`config.mk`:
```
export PLATFORM = sky130hd
export DESIGN_NAME = wm8731_i2c_target
export DESIGN_NICKNAME = d
export VERILOG_FILES = /design/src/rtl/i2c_pkg.sv /design/src/rtl/i2c_bus_sync.sv /design/src/rtl/wm8731_i2c_target.sv
export SDC_FILE = /design/constraint.sdc
export NUM_CORES = 1
export LEC_CHECK = 0
export CAP_MARGIN = 20
export CORE_MARGIN = 5
export CORE_UTILIZATION = 57
export CTS_CLUSTER_DIAMETER = 100
export DETAILED_ROUTE_END_ITERATION = 10
export PLACE_DENSITY = 0.82
export SLEW_MARGIN = 20
export SYNTH_ARGS = -nofsm -noshare
export SYNTH_HDL_FRONTEND = slang
export SYNTH_SLANG_ARGS = --single-unit
```
`constraint.sdc`:
```
create_clock -name i_clk -period 3.3 [get_ports i_clk]
set_input_delay 0.495 -clock i_clk [delete_from_list [all_inputs] [get_ports i_clk]]
set_output_delay 0.495 -clock i_clk [all_outputs]
set_load 0.02 [all_outputs]
```
`src/rtl/i2c_pkg.sv`:
```
// Shared types and constants for the WM8731 I2C register-write target.
package i2c_pkg;

   localparam logic [6:0] DEV_ADDR_DEFAULT = 7'h1A;
   localparam int         REG_ADDR_W       = 7;
   localparam int         REG_DATA_W       = 9;

   typedef enum logic [2:0] {
      S_IDLE,
      S_ADDR,
      S_ADDR_ACK,
      S_BYTE1,
      S_ACK1,
      S_BYTE2,
      S_ACK2,
      S_IGNORE
   } state_t;

endpackage

```
`src/rtl/i2c_bus_sync.sv`:
```
// Double-flop synchronizers for SCL/SDA plus SCL edge and START/STOP detection.
module i2c_bus_sync (
   input  logic i_clk,
   input  logic i_rst,
   input  logic i_scl,
   input  logic i_sda,
   output logic o_sda,
   output logic o_scl_rise,
   output logic o_scl_fall,
   output logic o_start,
   output logic o_stop
);

   // [0] metastable stage, [1] synchronized level, [2] previous synchronized level
   logic [2:0] scl_q, scl_d;
   logic [2:0] sda_q, sda_d;
   logic       scl_high_stable;

   always_comb begin
      scl_d = {scl_q[1:0], i_scl};
      sda_d = {sda_q[1:0], i_sda};
   end

   always_ff @(posedge i_clk) begin
      if (i_rst) begin
         scl_q <= '1;
         sda_q <= '1;
      end else begin
         scl_q <= scl_d;
         sda_q <= sda_d;
      end
   end

   // An SDA change in the same cycle as an SCL change counts as a data edge only.
   assign scl_high_stable = scl_q[1] & scl_q[2];

   assign o_sda      = sda_q[1];
   assign o_scl_rise = scl_q[1] & ~scl_q[2];
   assign o_scl_fall = ~scl_q[1] & scl_q[2];
   assign o_start    = scl_high_stable & sda_q[2] & ~sda_q[1];
   assign o_stop     = scl_high_stable & ~sda_q[2] & sda_q[1];

endmodule

```
`src/rtl/wm8731_i2c_target.sv`:
```
// Write-only I2C target decoding 3-byte WM8731 register writes into addr/data strobes.
module wm8731_i2c_target
   import i2c_pkg::*;
#(
   parameter logic [6:0] DEV_ADDR = DEV_ADDR_DEFAULT
) (
   input  logic                  i_clk,
   input  logic                  i_rst,
   input  logic                  i_scl,
   input  logic                  i_sda,
   output logic                  o_sda,
   output logic                  o_sda_oen,
   output logic                  o_reg_valid,
   output logic [REG_ADDR_W-1:0] o_reg_addr,
   output logic [REG_DATA_W-1:0] o_reg_data,
   output logic                  o_busy,
   output logic                  o_abort
);

   logic sda_s, scl_rise, scl_fall, start_det, stop_det;

   i2c_bus_sync u_bus_sync (
      .i_clk      (i_clk),
      .i_rst      (i_rst),
      .i_scl      (i_scl),
      .i_sda      (i_sda),
      .o_sda      (sda_s),
      .o_scl_rise (scl_rise),
      .o_scl_fall (scl_fall),
      .o_start    (start_det),
      .o_stop     (stop_det)
   );

   state_t                state_q, state_d;
   logic [3:0]            bit_cnt_q, bit_cnt_d;
   logic [7:0]            shift_q, shift_d;
   logic [7:0]            byte1_q, byte1_d;
   logic                  oen_q, oen_d;
   logic                  valid_q, valid_d;
   logic                  abort_q, abort_d;
   logic                  busy_q, busy_d;
   logic [REG_ADDR_W-1:0] reg_addr_q, reg_addr_d;
   logic [REG_DATA_W-1:0] reg_data_q, reg_data_d;
   logic [7:0]            sample;
   logic                  last_bit;

   assign sample   = {shift_q[6:0], sda_s};
   assign last_bit = scl_rise && (bit_cnt_q == 4'd7);

   always_comb begin
      state_d    = state_q;
      bit_cnt_d  = bit_cnt_q;
      shift_d    = shift_q;
      byte1_d    = byte1_q;
      oen_d      = oen_q;
      valid_d    = 1'b0;
      abort_d    = 1'b0;
      busy_d     = busy_q;
      reg_addr_d = reg_addr_q;
      reg_data_d = reg_data_q;

      if (start_det || stop_det) begin
         // A frame cut between the address ACK and the last data bit is reported.
         abort_d   = (state_q == S_BYTE1) || (state_q == S_ACK1) || (state_q == S_BYTE2);
         oen_d     = 1'b0;
         bit_cnt_d = 4'd0;
         state_d   = start_det ? S_ADDR : S_IDLE;
         busy_d    = start_det;
      end else begin
         case (state_q)
            S_ADDR, S_BYTE1, S_BYTE2: begin
               if (scl_rise) begin
                  shift_d   = sample;
                  bit_cnt_d = bit_cnt_q + 4'd1;
               end
               if (last_bit) begin
                  case (state_q)
                     S_ADDR:
                        state_d = (sample[7:1] == DEV_ADDR && !sample[0]) ? S_ADDR_ACK : S_IGNORE;
                     S_BYTE1: begin
                        byte1_d = sample;
                        state_d = S_ACK1;
                     end
                     default: begin
                        valid_d    = 1'b1;
                        reg_addr_d = byte1_q[7:1];
                        reg_data_d = {byte1_q[0], sample};
                        state_d    = S_ACK2;
                     end
                  endcase
               end
            end
            S_ADDR_ACK, S_ACK1, S_ACK2: begin
               // First SCL fall drives the ACK, the second releases SDA and moves on.
               if (scl_fall) begin
                  if (!oen_q) begin
                     oen_d = 1'b1;
                  end else begin
                     oen_d     = 1'b0;
                     bit_cnt_d = 4'd0;
                     case (state_q)
                        S_ADDR_ACK: state_d = S_BYTE1;
                        S_ACK1:     state_d = S_BYTE2;
                        default:    state_d = S_IGNORE;
                     endcase
                  end
               end
            end
            default: begin
               oen_d = 1'b0;
            end
         endcase
      end
   end

   always_ff @(posedge i_clk) begin
      if (i_rst) begin
         state_q    <= S_IDLE;
         bit_cnt_q  <= 4'd0;
         shift_q    <= 8'd0;
         byte1_q    <= 8'd0;
         oen_q      <= 1'b0;
         valid_q    <= 1'b0;
         abort_q    <= 1'b0;
         busy_q     <= 1'b0;
         reg_addr_q <= '0;
         reg_data_q <= '0;
      end else begin
         state_q    <= state_d;
         bit_cnt_q  <= bit_cnt_d;
         shift_q    <= shift_d;
         byte1_q    <= byte1_d;
         oen_q      <= oen_d;
         valid_q    <= valid_d;
         abort_q    <= abort_d;
         busy_q     <= busy_d;
         reg_addr_q <= reg_addr_d;
         reg_data_q <= reg_data_d;
      end
   end

   assign o_sda       = 1'b0;
   assign o_sda_oen   = oen_q;
   assign o_reg_valid = valid_q;
   assign o_reg_addr  = reg_addr_q;
   assign o_reg_data  = reg_data_q;
   assign o_busy      = busy_q;
   assign o_abort     = abort_q;

endmodule

```
==> results.sh <==
export IMPL_wl_per_cell_um=12.64
export IMPL_timing_hold_ws_ns=0.4403
export IMPL_clkTransAtPathRegs_ns=0.14
export IMPL_utilization=0.6887
export IMPL_cts_tree="yes"
export IMPL_cts_root_buf="clkbuf_4"
export IMPL_post_dp_cell_area_um2=2074
export IMPL_grt_max_degree=33
export IMPL_gp_congestion=0.8590
export IMPL_grt_setup_unrepaired="false"
export IMPL_report_final_setup_viol=0
export IMPL_slew_headroom=0.5785
export IMPL_grt_pass1_wl_mm=5.796
export IMPL_dieArea_um2=4525
export IMPL_clk_latency_ns=0.35
export IMPL_first_pass_iters=4
export IMPL_yosys_area_share_simple=0.2456
export IMPL_start_util=0.6024
export IMPL_cts_hold_fix_buffers=0
export IMPL_syn_inst=213
export IMPL_fp_dieW_um=67.27
export IMPL_synth_area_um2=1869
export IMPL_num_io_pins=25
export IMPL_setup_ws_ns=1.454
export IMPL_routed_wl_mm=3.475
export IMPL_cts_resized=0
export IMPL_core_area_um2=3103
export IMPL_worstPathArrival_ns=2.09
export IMPL_crit_type="register to register"
export IMPL_die_height_um=67.27
export IMPL_antenna_cells=0
export IMPL_critical_path_endpoint_type="register"
export IMPL_synth_top_family_by_area="simple AND/OR/NAND/NOR gates"
export IMPL_synth_fp_nets=218
export IMPL_start_kind="register"
export IMPL_h_tree_depth=2
export IMPL_synth_xor_area_frac=0.004685
export IMPL_port_buffers=23
export IMPL_synth_compound_area_frac=0.1299
export IMPL_rows=20
export IMPL_design_area_um2=2137
export IMPL_outcome="finished, final reports clean"
export IMPL_cts_buffers=5
export IMPL_yosys_cell_types_count=37
export IMPL_clock_path_buffers=2
export IMPL_nFillCells=269
export IMPL_max_freq_mhz=541.8
export IMPL_grt_ovfl_total=0
export IMPL_p_per_area_nw_per_um2=424.9
export IMPL_place_ws_ns=1.464
export IMPL_critPathRequiredTime_ns=3.55
export IMPL_final_cells=275
export IMPL_vias_per_cell=5.327
export IMPL_post_cts_buffers=0
export IMPL_place_inst=267
export IMPL_cap_violations=0
export IMPL_drcViolationCount=0
export IMPL_vias=1465
export IMPL_fin_setup_tns_ns=0
export IMPL_first_iter_violations=87
export IMPL_ir_drop_mv=0.3832
export IMPL_multiInputGateArea_um2=817.0
export IMPL_finalClockSkew_ns=0.01332
export IMPL_synth_seq_cells=48
export IMPL_ys_seq_area_frac=0.5141
export IMPL_regArea_um2=960.9
export IMPL_synthToLayoutAreaGrowth_pct=14.32
export IMPL_grt_pass1_vias=1348
export IMPL_hold_viol=0
export IMPL_numClockSinks=48
export IMPL_dpl_hpwl_mm=2.526
export IMPL_muxShareOfSynthArea=0.04819
export IMPL_synth_warnings=0
export IMPL_synth_fa_ha_area_frac=0.006693
export IMPL_track_usage=0.1675
export IMPL_total_power_mw=0.9079
export IMPL_final_layout_size_suffix_gt1_frac=0.08225
export IMPL_drtAntennaViolNets=0
export IMPL_crit_fanout=9
export IMPL_worst_pin_slew_ns=0.6306
export IMPL_leakage_nw=0.7102
export IMPL_nets=235
export IMPL_antenna_found_initial=0
export IMPL_period_share=0.5593
export IMPL_hold_class="register to register"
export IMPL_finalCriticalPeriod_ns=1.846
export IMPL_syn_area_per_cell_um2=8.776
export IMPL_slew_violations=0
[worst max-delay path, stage by stage (launching register included)]
cell and delay [ns]:
dfxtp_1 0.41, ha_1 0.23, and3b_1 0.24, and3_1 0.53, mux2i_1 0.27, nor2_1 0.05
[cell type report]
class / count / area share
clock buffer: 7 / 0.02576
clock inverter: 1 / 0.003513
inverter: 1 / 0.001756
multi-input combinational: 150 / 0.3823
sequential: 48 / 0.4496
tap: 44 / 0.02576
timing repair buffer: 24 / 0.1112
[per-layer routing]
layer	track usage	vias to the layer above	part of all wire
met5	0	-	0
met4	0.05823	0	0.013
met3	0.04326	6	0.046
met2	0.2896	34	0.49
met1	0.2004	671	0.45
li1	-	754	-
[path summary, 6_finish.rpt]
| check | from | end | slack (ns) | depth (start not counted) |
|---|---|---|---|---|
| setup / recovery | bit_cnt_q[0] | byte1_q[1] | 1.45 | 5 |
| hold / removal | u_bus_sync.sda_q[0] | u_bus_sync.sda_q[1] | 0.44 | 1 |
| setup reg to reg | bit_cnt_q[0] | byte1_q[1] | 1.45 | 5 |
| hold reg to reg | u_bus_sync.sda_q[0] | u_bus_sync.sda_q[1] | 0.44 | 1 |
[power breakdown]
part | switching (mW) | total [mW] | internal [mW]
Clock | 0.175 | 0.279 | 0.105
Combinational | 0.0204 | 0.0365 | 0.0161
Sequential | 0.00692 | 0.592 | 0.585
Total | 0.202 | 0.908 | 0.706
[synthesized netlist by cell type (all sizes together)]
master  instances  area share
a31o            1      0.0047
nand4b          2      0.0094
buf            10       0.038
and2            1      0.0033
a21oi          29       0.078
a31oi           1      0.0033
nand3           3      0.0080
o21a            1      0.0040
dfxtp          48        0.51
and3b           4       0.019
nor2b           3       0.010
nand3b          2      0.0080
or4b            1      0.0074
nor3            5       0.013
o211ai          1      0.0040
or3             1      0.0033
or2             7       0.023
conb            1      0.0020
o21ai           3      0.0080
a22oi           2      0.0080
o311a           1      0.0054
clkbuf          4      0.0087
and3            2      0.0067
xor2            1      0.0047
nand2          51        0.10
mux2i           9       0.048
inv             1      0.0020
a311oi          2      0.0094
o21ba           1      0.0054
ha              1      0.0067
nor3b           1      0.0040
nor2           13       0.026
[cell families after synthesis]
group,count (synthesis)
other,1
AOI/OAI and AO/OA,42
muxes,9
and+or+nand+nor,96
xor gates and xnor gates,1
adders and majority gates,1
DFF,48
buffers and inverters,15
[cell usage in the layout, fill, tap and decap left out, types with 2 or more instances in the layout]
| master | instances |
|---|---|
| nor3_1 | 5 |
| nand2_1 | 50 |
| mux2i_1 | 9 |
| and3b_1 | 4 |
| dfxtp_1 | 48 |
| clkbuf_4 | 5 |
| clkdlybuf4s50_1 | 23 |
| nand3b_1 | 2 |
| or2_2 | 7 |
| a21oi_1 | 29 |
| nor2_1 | 13 |
| nand3_1 | 3 |
| o21ai_0 | 2 |
| and3_1 | 2 |
| nor2b_1 | 3 |
| a22oi_1 | 2 |
| a311oi_1 | 2 |
| nand4b_1 | 2 |
[registers in the layout, summed over array words and instances (netlist names), 3 cells and up]
name and count:
state_q 3, bit_cnt_q 4, o_reg_data 9, shift_q 7
byte1_q 8, u_bus_sync.sda_q 3, o_reg_addr 7, u_bus_sync.scl_q 3
No activity file was read; power rests on OpenSTA's default activity.
